<file path="src/rtl/alu_pkg.sv">
// Shared definitions for the EX-stage ALU: opcodes, flag bit positions, FSM states.
package alu_pkg;

    localparam logic [4:0] OP_ADD   = 5'b00000;
    localparam logic [4:0] OP_ADC   = 5'b00001;
    localparam logic [4:0] OP_SUB   = 5'b00010;
    localparam logic [4:0] OP_SBB   = 5'b00011;
    localparam logic [4:0] OP_AND   = 5'b00100;
    localparam logic [4:0] OP_OR    = 5'b00101;
    localparam logic [4:0] OP_XOR   = 5'b00110;
    localparam logic [4:0] OP_NOT   = 5'b00111;
    localparam logic [4:0] OP_SHL   = 5'b01000;
    localparam logic [4:0] OP_SHR   = 5'b01001;
    localparam logic [4:0] OP_ROL   = 5'b01010;
    localparam logic [4:0] OP_ROR   = 5'b01011;
    localparam logic [4:0] OP_INC   = 5'b01100;
    localparam logic [4:0] OP_DEC   = 5'b01101;
    localparam logic [4:0] OP_PASS  = 5'b01110;
    localparam logic [4:0] OP_LOAD  = 5'b01111;
    localparam logic [4:0] OP_STORE = 5'b10000;
    localparam logic [4:0] OP_CMP   = 5'b10001;
    localparam logic [4:0] OP_MUL   = 5'b11000;
    localparam logic [4:0] OP_DIV   = 5'b11001;

    localparam int FLG_C = 0;
    localparam int FLG_Z = 1;
    localparam int FLG_S = 2;
    localparam int FLG_V = 3;

    typedef enum logic {
        ST_IDLE = 1'b0,
        ST_BUSY = 1'b1
    } state_t;

endpackage

</file>
<file path="src/rtl/iter_muldiv.sv">
// Iterative unsigned multiplier / restoring divider, one bit per clock, WIDTH steps.
// The first step is taken on the start edge, so done rises WIDTH-1 edges later and holds.
module iter_muldiv #(
    parameter int WIDTH = 8
) (
    input  logic             clk,
    input  logic             rst,
    input  logic             start,
    input  logic             is_div,
    input  logic [WIDTH-1:0] a,
    input  logic [WIDTH-1:0] b,
    output logic             done,
    output logic [WIDTH-1:0] lo,
    output logic [WIDTH-1:0] hi
);

    localparam int CW = $clog2(WIDTH + 1);

    logic [CW-1:0]    cnt;
    logic             div_q;
    logic [WIDTH-1:0] d_q;

    logic             cur_div;
    logic [WIDTH-1:0] cur_hi, cur_lo, cur_d;
    logic [WIDTH-1:0] nxt_hi, nxt_lo;
    logic [WIDTH:0]   msum;
    logic [WIDTH:0]   shifted;
    logic [WIDTH-1:0] diff;
    logic             ge;

    always_comb begin
        cur_div = start ? is_div : div_q;
        cur_hi  = start ? '0 : hi;
        cur_lo  = start ? a : lo;
        cur_d   = start ? b : d_q;

        // multiply: add multiplicand on lsb, then shift {carry,hi,lo} right
        msum    = {1'b0, cur_hi} + (cur_lo[0] ? {1'b0, cur_d} : '0);

        // divide: shift next dividend bit into the partial remainder and trial-subtract
        shifted = {cur_hi, cur_lo[WIDTH-1]};
        ge      = (shifted >= {1'b0, cur_d});
        diff    = shifted[WIDTH-1:0] - cur_d;

        if (cur_div) begin
            nxt_hi = ge ? diff : shifted[WIDTH-1:0];
            nxt_lo = {cur_lo[WIDTH-2:0], ge};
        end else begin
            nxt_hi = msum[WIDTH:1];
            nxt_lo = {msum[0], cur_lo[WIDTH-1:1]};
        end
    end

    assign done = (cnt == CW'(WIDTH));

    always_ff @(posedge clk or posedge rst) begin
        if (rst) begin
            cnt   <= '0;
            hi    <= '0;
            lo    <= '0;
            d_q   <= '0;
            div_q <= 1'b0;
        end else if (start) begin
            cnt   <= CW'(1);
            hi    <= nxt_hi;
            lo    <= nxt_lo;
            d_q   <= b;
            div_q <= is_div;
        end else if (cnt != '0 && !done) begin
            cnt <= cnt + CW'(1);
            hi  <= nxt_hi;
            lo  <= nxt_lo;
        end
    end

endmodule

</file>
<file path="src/rtl/alu_exec_pipe.sv">
// EX-stage ALU: single-cycle ops registered on acceptance, MUL/DIV via iterator,
// persistent flag register, valid/ready on both sides.
module alu_exec_pipe
    import alu_pkg::*;
#(
    parameter int WIDTH = 8,
    parameter int OP_W  = 5,
    parameter int MD_EN = 1
) (
    input  logic             clk,
    input  logic             rst,
    input  logic             in_valid,
    output logic             in_ready,
    input  logic [OP_W-1:0]  op,
    input  logic [WIDTH-1:0] a,
    input  logic [WIDTH-1:0] b,
    input  logic [WIDTH-1:0] data_in,
    output logic             out_valid,
    input  logic             out_ready,
    output logic [WIDTH-1:0] result,
    output logic [WIDTH-1:0] res_hi,
    output logic [WIDTH-1:0] data_out,
    output logic [3:0]       flags,
    output logic             err
);

    state_t state_q, state_d;

    logic             accept, is_md, md_start, md_is_div, md_done, md_fire, busy_div;
    logic [WIDTH-1:0] md_lo, md_hi;
    logic [3:0]       md_flags;

    logic             arith, sub, set_lf, shc, ci, c_err;
    logic [WIDTH-1:0] opb, lres, c_res, c_hi;
    logic [WIDTH:0]   ext;
    logic [3:0]       c_flags;

    assign in_ready  = (state_q == ST_IDLE) && (!out_valid || out_ready);
    assign accept    = in_valid && in_ready;
    // DIV by zero is resolved in the single-cycle path
    assign is_md     = (MD_EN != 0) && ((op == OP_MUL) || ((op == OP_DIV) && (b != '0)));
    assign md_start  = accept && is_md;
    assign md_is_div = (op == OP_DIV);
    assign md_fire   = (state_q == ST_BUSY) && md_done && (!out_valid || out_ready);

    generate
        if (MD_EN != 0) begin : g_md
            iter_muldiv #(.WIDTH(WIDTH)) u_md (
                .clk    (clk),
                .rst    (rst),
                .start  (md_start),
                .is_div (md_is_div),
                .a      (a),
                .b      (b),
                .done   (md_done),
                .lo     (md_lo),
                .hi     (md_hi)
            );
        end else begin : g_no_md
            logic md_unused;
            assign md_unused = md_start ^ md_is_div;
            assign md_done   = 1'b0;
            assign md_lo     = '0;
            assign md_hi     = '0;
        end
    endgenerate

    always_comb begin
        md_flags = 4'b0000;
        if (busy_div) begin
            md_flags[FLG_Z] = (md_lo == '0);
        end else begin
            md_flags[FLG_C] = (md_hi != '0);
            md_flags[FLG_V] = (md_hi != '0);
            md_flags[FLG_Z] = ({md_hi, md_lo} == '0);
        end
    end

    always_comb begin
        arith   = 1'b0;
        sub     = 1'b0;
        ci      = 1'b0;
        opb     = b;
        set_lf  = 1'b0;
        lres    = '0;
        shc     = 1'b0;
        c_res   = '0;
        c_hi    = '0;
        c_flags = flags;
        c_err   = 1'b0;
        case (op)
            OP_ADD:   arith = 1'b1;
            OP_ADC:   begin arith = 1'b1; ci = flags[FLG_C]; end
            OP_SUB,
            OP_CMP:   begin arith = 1'b1; sub = 1'b1; end
            OP_SBB:   begin arith = 1'b1; sub = 1'b1; ci = flags[FLG_C]; end
            OP_INC:   begin arith = 1'b1; opb = WIDTH'(1); end
            OP_DEC:   begin arith = 1'b1; sub = 1'b1; opb = WIDTH'(1); end
            OP_AND:   begin set_lf = 1'b1; lres = a & b; end
            OP_OR:    begin set_lf = 1'b1; lres = a | b; end
            OP_XOR:   begin set_lf = 1'b1; lres = a ^ b; end
            OP_NOT:   begin set_lf = 1'b1; lres = ~a; end
            OP_SHL:   begin set_lf = 1'b1; lres = {a[WIDTH-2:0], 1'b0};      shc = a[WIDTH-1]; end
            OP_SHR:   begin set_lf = 1'b1; lres = {1'b0, a[WIDTH-1:1]};      shc = a[0]; end
            OP_ROL:   begin set_lf = 1'b1; lres = {a[WIDTH-2:0], a[WIDTH-1]}; shc = a[WIDTH-1]; end
            OP_ROR:   begin set_lf = 1'b1; lres = {a[0], a[WIDTH-1:1]};      shc = a[0]; end
            OP_PASS:  c_res = a;
            OP_LOAD:  c_res = data_in;
            OP_STORE: c_res = a;
            OP_DIV: begin
                if (MD_EN != 0) begin
                    c_res   = '1;
                    c_hi    = a;
                    c_flags = 4'b0000;
                    c_flags[FLG_V] = 1'b1;
                end else begin
                    c_err = 1'b1;
                end
            end
            default:  c_err = 1'b1;
        endcase

        ext = sub ? ({1'b0, a} - {1'b0, opb} - {{WIDTH{1'b0}}, ci})
                  : ({1'b0, a} + {1'b0, opb} + {{WIDTH{1'b0}}, ci});

        if (arith) begin
            c_res          = (op == OP_CMP) ? '0 : ext[WIDTH-1:0];
            c_flags[FLG_C] = ext[WIDTH];
            c_flags[FLG_Z] = (ext[WIDTH-1:0] == '0);
            c_flags[FLG_S] = ext[WIDTH-1];
            c_flags[FLG_V] = sub ? ((a[WIDTH-1] != opb[WIDTH-1]) && (ext[WIDTH-1] != a[WIDTH-1]))
                                 : ((a[WIDTH-1] == opb[WIDTH-1]) && (ext[WIDTH-1] != a[WIDTH-1]));
        end
        if (set_lf) begin
            c_res          = lres;
            c_flags[FLG_C] = shc;
            c_flags[FLG_Z] = (lres == '0);
            c_flags[FLG_S] = lres[WIDTH-1];
            c_flags[FLG_V] = 1'b0;
        end
    end

    always_comb begin
        state_d = state_q;
        case (state_q)
            ST_IDLE: if (md_start) state_d = ST_BUSY;
            ST_BUSY: if (md_fire)  state_d = ST_IDLE;
            default: state_d = ST_IDLE;
        endcase
    end

    always_ff @(posedge clk or posedge rst) begin
        if (rst) state_q <= ST_IDLE;
        else     state_q <= state_d;
    end

    always_ff @(posedge clk or posedge rst) begin
        if (rst) begin
            out_valid <= 1'b0;
            result    <= '0;
            res_hi    <= '0;
            data_out  <= '0;
            flags     <= '0;
            err       <= 1'b0;
            busy_div  <= 1'b0;
        end else if (accept && !is_md) begin
            out_valid <= 1'b1;
            result    <= c_res;
            res_hi    <= c_hi;
            flags     <= c_flags;
            err       <= c_err;
            if (op == OP_STORE) data_out <= a;
        end else if (accept) begin
            // slot was free or consumed on this edge; the product arrives later
            out_valid <= 1'b0;
            busy_div  <= md_is_div;
        end else if (md_fire) begin
            out_valid <= 1'b1;
            result    <= md_lo;
            res_hi    <= md_hi;
            flags     <= md_flags;
            err       <= 1'b0;
        end else if (out_valid && out_ready) begin
            out_valid <= 1'b0;
        end
    end

endmodule
</file>
<file path="config.mk">
export PLATFORM = sky130hd
export DESIGN_NAME = alu_exec_pipe
export DESIGN_NICKNAME = d
export VERILOG_FILES = /design/src/rtl/alu_pkg.sv /design/src/rtl/iter_muldiv.sv /design/src/rtl/alu_exec_pipe.sv
export SDC_FILE = /design/constraint.sdc
export NUM_CORES = 1
export LEC_CHECK = 0
export CAP_MARGIN = 0
export CORE_MARGIN = 5
export CORE_UTILIZATION = 59
export CTS_CLUSTER_SIZE = 20
export DETAILED_ROUTE_END_ITERATION = 8
export PLACE_DENSITY = 0.8
export SLEW_MARGIN = 15
export SYNTH_ARGS = -nofsm -noshare
export SYNTH_HDL_FRONTEND = slang
export SYNTH_HIERARCHICAL = 1
export SYNTH_SLANG_ARGS = --single-unit
</file>
<file path="constraint.sdc">
create_clock -name clk -period 4.6 [get_ports clk]
set_input_delay 0.69 -clock clk [delete_from_list [all_inputs] [get_ports clk]]
set_output_delay 0.69 -clock clk [all_outputs]
set_load 0.02 [all_outputs]
</file>
==> metrics.md, run 1 <==
| Metric | Value |
|---|---|
| First-pass GRT wire length | `32100 um` |
| Max-slew headroom | `28.6%` |
| Switching pwr | `1.86 mW` |
| Status | `completed` |
| Die W | `111 um` |
| Ports | `64` |
| Power per cell area | `561 nW/um^2` |
| Period minus WS final | `4.10 ns` |
| Req. time, crit path | `4.83 ns` |
| Final setup TNS | `0 ns` |
| Hpwl dp | `15500 um` |
| Warnings from Yosys | `6` |
| Clk_lat worst skew | `0.36 ns` |
| Footprint of the multi-input gates | `4070 um^2` |
| Synth Area per Inst | `8.39 um^2` |
| Largest net degree at the start of global routing | `33` |
| CTS tree | `done` |
| Via count | `5975` |
| Synth Net Count | `810` |
| Port bufs | `63` |
| CTS root buf | `clkbuf_8` |
| Top_reg_cell synth | `dfrtp_1` |
| H-tree levels | `3` |
| Clock Sinks | `61` |
| Area of the die | `12300 um^2` |
| Vias in the first global route | `6042` |
| Crit path kind | `input pin to register` |
| Worst Setup End Kind | `register` |
| Post-Syn Area | `6020 um^2` |
| Clock Tree Buf Depth | `2` |
| # DRC | `0` |
| Post-route setup slack | `0.497 ns` |
| Share of cells above drive strength 1 | `12.1%` |
| Cell variety after synth | `84` |
| Clock share of power | `12.7%` |
| Logic pwr share | `62.3%` |
| Peak supply drop | `0.409 mV` |
| Drt pass-1 iters | `7` |
| Final Setup Violations | `0` |
| GR Overflow Total | `0` |
| Max-slew violations | `0` |
| Vias per cell | `6.52` |
| CP Max Fanout | `25` |
| Data arrival, critical path | `4.34 ns` |
| Worst-margin pin slew | `1.06 ns` |
| Fin util | `71.2%` |
| Starting Density | `61.1%` |
| Max cap viols | `0` |
| Clock Skew | `0.0154 ns` |
| Switching fraction of total power | `47.3%` |
| Leak pwr | `3.09 nW` |
| Post-synth EDFFs | `0` |
| Final net count | `871` |
| Core Footprint | `9860 um^2` |
| Max Fclk | `244 MHz` |
| Final worst path period share | `89.2%` |
| HP Class | `register to register` |
| TritonCTS Buffers | `9` |
| Cell Rows | `36` |
| Antenna diode count | `0` |
| Wirelength per Cell | `22.1 um` |
| Initial antenna violation count | `0` |
| Post-CTS Setup Inserts | `0` |
| Register area share after synthesis | `25.3%` |
| Die Y | `111 um` |
| P_int | `2.08 mW` |
| Post-Route WL | `20300 um` |
| Layout fillers | `746` |
| GRT Util Overall | `32.6%` |
| Setup crit start kind | `input pin` |
| Final hold vios | `0` |
| GPL Wtd Cong | `1.00` |
| Post-CTS Resized | `0` |
| WHS | `0.496 ns` |
| Routed Antenna Nets | `0` |
| Pre-CTS setup slack | `0.237 ns` |
| Ys async rst share | `100%` |
| Sequential Power Share | `25.0%` |
| RSZ-0062 raised after global routing | `no` |
| Cells after Synth | `718` |
| Yosys reg bits | `61` |
| Most common cell after layout, fill and taps aside | `nand2_1` |
| Sequential cell area | `1530 um^2` |
| Worst-path clk slew | `0.08 ns` |
| Area growth from synthesis to final layout | `16.6%` |
| Iteration-0 DRC Markers | `554` |
| Post-CTS Hold Fix Bufs | `0` |
| Most frequent cells in the layout | `nand2_1, clkdlybuf4s50_1, dfrtp_1` |
-- final timing paths --
| check | start | end | slack, ns | cells after the start |
|---|---|---|---|---|
| max in group asynchronous | rst | g_md.u_md/d_q[5] | 3.30 | 2 |
| worst max-delay path | op[4] | g_md.u_md/hi[2] | 0.50 | 13 |
| worst min-delay path | data_out[2] | data_out[2] | 0.50 | 2 |
| min in group asynchronous | rst | result[0] | 0.77 | 3 |
| worst min register to register | data_out[2] | data_out[2] | 0.50 | 2 |
| worst max register to register | out_valid | g_md.u_md/hi[2] | 0.94 | 13 |
-- stage by stage --
stage	instance area [um^2]	power, mW	cells
after global routing	7020	4.18	917
after floorplan	6030	2.57	718
after CTS	7020	3.89	917
after detailed placement	6830	3.38	901
after global placement	6830	3.32	901
final	7020	3.94	917
-- worst max-delay path: stages --
cell and delay [ns]:
clkdlybuf4s50_1 0.53, nand4bb_1 0.22, a31o_1 0.29, nor2_4 0.15, buf_12 0.19, mux2i_1 0.32, ha_1 0.30, and4_1 0.22
a211oi_1 0.34, o31ai_2 0.19, a31o_2 0.30, a32o_1 0.27, or3_1 0.31
-- final cells by class --
| type | count | area share [%] |
|---|---|---|
| clock buffers | 9 | 1.76 |
| clock inverters | 7 | 1.07 |
| inverters | 55 | 2.94 |
| multi-input cells | 560 | 57.9 |
| flip-flops and latches | 61 | 21.7 |
| well taps | 133 | 2.37 |
| repair buffers | 92 | 12.3 |
-- cells by family (layout without fill, tap and decap cells) --
family          after synthesis  count (layout)  synth area share, %
fa+ha+maj                    59              59                 12.9
compound gates              191             191                 22.9
buf+inv                      97             163                 7.42
flops                        61              61                 25.3
mux                          36              36                 6.15
simple gates                249             249                 21.7
xor+xnor                     25              25                 3.64
-- synth_stat cells, types with 6 or more instances --
cell / number / share of area, %
o32ai_1: 7 / 1.0
buf_6: 6 / 1.1
or3b_2: 11 / 1.6
xnor2_1: 20 / 2.9
o21ai_1: 6 / 0.50
o22ai_1: 8 / 0.83
o21ai_2: 8 / 1.2
o21ai_0: 24 / 2.0
nand3_1: 15 / 1.2
o21a_1: 7 / 0.87
o211ai_1: 7 / 0.87
clkbuf_1: 16 / 1.0
nand2_1: 65 / 4.1
dfrtp_1: 61 / 25
a21oi_1: 45 / 3.7
a221o_1: 11 / 1.8
ha_1: 54 / 11
nor2b_1: 20 / 2.1
nand2b_1: 13 / 1.4
a221oi_1: 8 / 1.2
buf_2: 14 / 1.2
a211oi_1: 8 / 1.0
nor2_1: 55 / 3.4
mux2i_1: 30 / 5.0
inv_1: 53 / 3.3
nor3_1: 23 / 1.9
-- power by group through the flow --
stage          clock, mW  sequential (mW)  combinational, mW
6_report           0.500            0.986               2.46
5_1_grt            0.528             1.01               2.65
4_1_cts            0.503            0.974               2.42
3_5_place_dp           0            0.981               2.40
3_3_place_gp           0            0.969               2.35
2_1_floorplan          0             1.02               1.55
-- routing by layer --
| metal | GRT usage [%] | up-vias | wire [um] | share of wire, % |
|---|---|---|---|---|
| met1 | 38.4 | 2822 | 7530 | 37 |
| met2 | 56.1 | 339 | 9870 | 49 |
| met3 | 5.73 | 104 | 1670 | 8.2 |
| met5 | 0 | - | 0 | 0 |
| met4 | 18.2 | 0 | 1220 | 6.0 |
| li1 | - | 2710 | - | - |
-- state kept, by name (all words and copies together) (netlist names) --
register,flops
data_out,8
g_md.u_md/d_q,8
g_md.u_md/hi,8
g_md.u_md/lo,8
res_hi,8
result,8
flags,4
g_md.u_md/cnt,4
busy_div,1
err,1
g_md.u_md/div_q,1
out_valid,1
state_q,1
No activity file was read; power rests on OpenSTA's default activity.
==> run 2: changes to the inputs <==
Settings changed: CAP_MARGIN 0 to 20, REMOVE_ABC_BUFFERS set to 1, SLEW_MARGIN 15 to 20.
==> run 2 against run 1 <==
  * Clock power shrank 11%
  * Sequential share of layout area shrank 0.13 points
  * Die area is the same
  * Worst hold slack lost 0.015 ns
  * Maximum frequency shrank 1.5%
  * Sequential power shrank 0.8%
  * Critical path type unchanged
  * Largest cell class unchanged
  * Largest power group unchanged
==> metrics.md, run 2 (same netlist as run 1, synthesis figures left out) <==
| Metric | Value |
|---|---|
| Clk_lat worst skew | `0.36 ns` |
| Drt pass-1 iters | `5` |
| Worst-path clk slew | `0.08 ns` |
| Setup crit start kind | `input pin` |
| Final worst path period share | `90.6%` |
| Wirelength per Cell | `21.5 um` |
| Hold Path Depth | `2` |
| Ports | `64` |
| Inst Count DP | `911` |
| Most frequent cells in the layout | `nand2_1, clkdlybuf4s50_1, dfrtp_1` |
| Post-Route WL | `19900 um` |
| RR Endpoint | `g_md.u_md/hi[4]` |
| Max-slew headroom | `36.2%` |
| Share of cells above drive strength 1 | `13.0%` |
| Crit path largest cell delay | `0.46 ns` |
| RR Startpoint | `out_valid` |
| Layout fillers | `772` |
| Antenna diode count | `0` |
| Iteration-0 DRC Markers | `561` |
| Starting Density | `61.1%` |
| Port bufs | `63` |
| GRT Util Overall | `32.0%` |
| Post-route setup slack | `0.433 ns` |
| RSZ-0062 raised after global routing | `no` |
| P_int | `2.04 mW` |
| Final hold vios | `0` |
| Final Setup Violations | `0` |
| Die W | `111 um` |
| Hold Crit Endpoint | `data_out[4]` |
| GR Overflow Total | `0` |
| Routed Antenna Nets | `0` |
| TritonCTS Buffers | `9` |
| Critical path's slowest cell | `a311o_4` |
| # DRC | `0` |
| Clock Skew | `0.0165 ns` |
| Largest net degree at the start of global routing | `35` |
| Max cap viols | `0` |
| Peak supply drop | `0.492 mV` |
| Data arrival, critical path | `4.42 ns` |
| Clock Sinks | `61` |
| Final net count | `881` |
| Core Footprint | `9860 um^2` |
| Worst-margin pin slew | `0.954 ns` |
| Worst path cell trace | `clkdlybuf4s50_1 -> nand4bb_1 -> a31o_1 -> nor2_4 -> buf_12 -> mux2_2 -> ha_1 -> nand2b_1 -> a311o_4 -> o21bai_4 -> a31o_2 -> mux2_2 -> o221a_2` |
| Worst Setup End Kind | `register` |
| GPL Wtd Cong | `0.954` |
| CTS tree | `done` |
| Post-CTS Resized | `0` |
| Initial antenna violation count | `0` |
| First-pass GRT wire length | `31400 um` |
| Hpwl dp | `15200 um` |
| Crit path kind | `input pin to register` |
| Vias per cell | `6.40` |
| H-tree levels | `3` |
| FF-to-FF setup slack | `0.91 ns` |
| Clock Tree Buf Depth | `2` |
| Logic pwr share | `63.1%` |
| Status | `completed` |
| Switching fraction of total power | `47.2%` |
| Leak pwr | `3.13 nW` |
| Pre-CTS setup slack | `0.121 ns` |
| Non-Filler Instances | `927` |
| Power per cell area | `547 nW/um^2` |
| HP Class | `register to register` |
| Max-slew violations | `0` |
| Area growth from synthesis to final layout | `17.3%` |
| Clock share of power | `11.6%` |
| Via count | `5929` |
| R2r worst-path depth | `13` |
| Switching pwr | `1.83 mW` |
| HP Start | `data_out[4]` |
| Req. time, crit path | `4.85 ns` |
| Fin util | `71.6%` |
| CP Max Fanout | `34` |
| Post-CTS Hold Fix Bufs | `0` |
| Most common cell after layout, fill and taps aside | `nand2_1` |
| Cell Rows | `36` |
| CTS root buf | `clkbuf_8` |
| Die Y | `111 um` |
| Max Fclk | `240 MHz` |
| Sequential Power Share | `25.3%` |
| Area of the die | `12300 um^2` |
| Period minus WS final | `4.17 ns` |
| Post-CTS Setup Inserts | `0` |
| Crit path top cell by count | `mux2_2` |
| Vias in the first global route | `5878` |
==> run 2: changes by cell type in the layout (fill, tap and decap cells not counted), sizes merged <==
cell / previous run / this run
buf: 29 / 39
bufinv: 1 / 0
inv: 55 / 56
==> run 2: cell type report <==
cell class                      count  area (um^2)  share of cell area, %
Clock buffer                        9          124                   1.75
Timing Repair Buffer              102          936                   13.2
Tap cell                          133          166                   2.35
Inverter                           55          206                   2.92
Clock inverter                      7         50.0                  0.708
Sequential cell                    61         1530                   21.6
Multi-Input combinational cell    560         4060                   57.4
==> run 2: worst max path at each step <==
stage / endpoint / from
2_1_floorplan: g_md.u_md/hi[4] / out_ready
3_3_place_gp: g_md.u_md/hi[4] / op[2]
3_5_place_dp: g_md.u_md/hi[4] / op[2]
4_1_cts: g_md.u_md/hi[4] / op[2]
5_1_grt: g_md.u_md/hi[2] / op[4]
6_report: g_md.u_md/hi[4] / op[2]
==> run 2: power by group through the flow <==
stage	registers [mW]	clock network (mW)	logic, mW
finish	0.978	0.447	2.44
floorplan	1.02	0	1.49
detailed placement	0.973	0	2.41
CTS	0.966	0.446	2.42
global route	0.996	0.477	2.65
global placement	0.965	0	2.34
==> run 2: critical path: cells and delay by family <==
kind                     cells  cell delay, ns
AO/OA/AOI/OAI                5            1.47
multiplexers                 2            0.73
buffers and inverters        2            0.64
AND/OR/NAND/NOR              3            0.63
adder cells (fa/ha/maj)      1            0.24
==> run 2: layer usage <==
metal	global-route usage, %	share of wire, %	vias up
met5	0	0	-
met4	14.1	4.1	0
met3	6.44	8.5	52
met2	53.3	48	306
met1	40.2	39	2832
li1	-	-	2739
==> run 2: through the flow <==
| stage | instance area [um^2] | setup TNS (ns) | power (mW) | hold slack [ns] |
|---|---|---|---|---|
| 6_report | 7070 | 0 | 3.87 | 0.481 |
| 5_1_grt | 7070 | 0 | 4.12 | 0.507 |
| 4_1_cts | 7070 | 0 | 3.83 | 0.484 |
| 3_5_place_dp | 6890 | 0 | 3.38 | 0.465 |
| 3_3_place_gp | 6890 | 0 | 3.31 | 0.463 |
| 2_1_floorplan | 5780 | -6.99 | 2.52 | 0.472 |
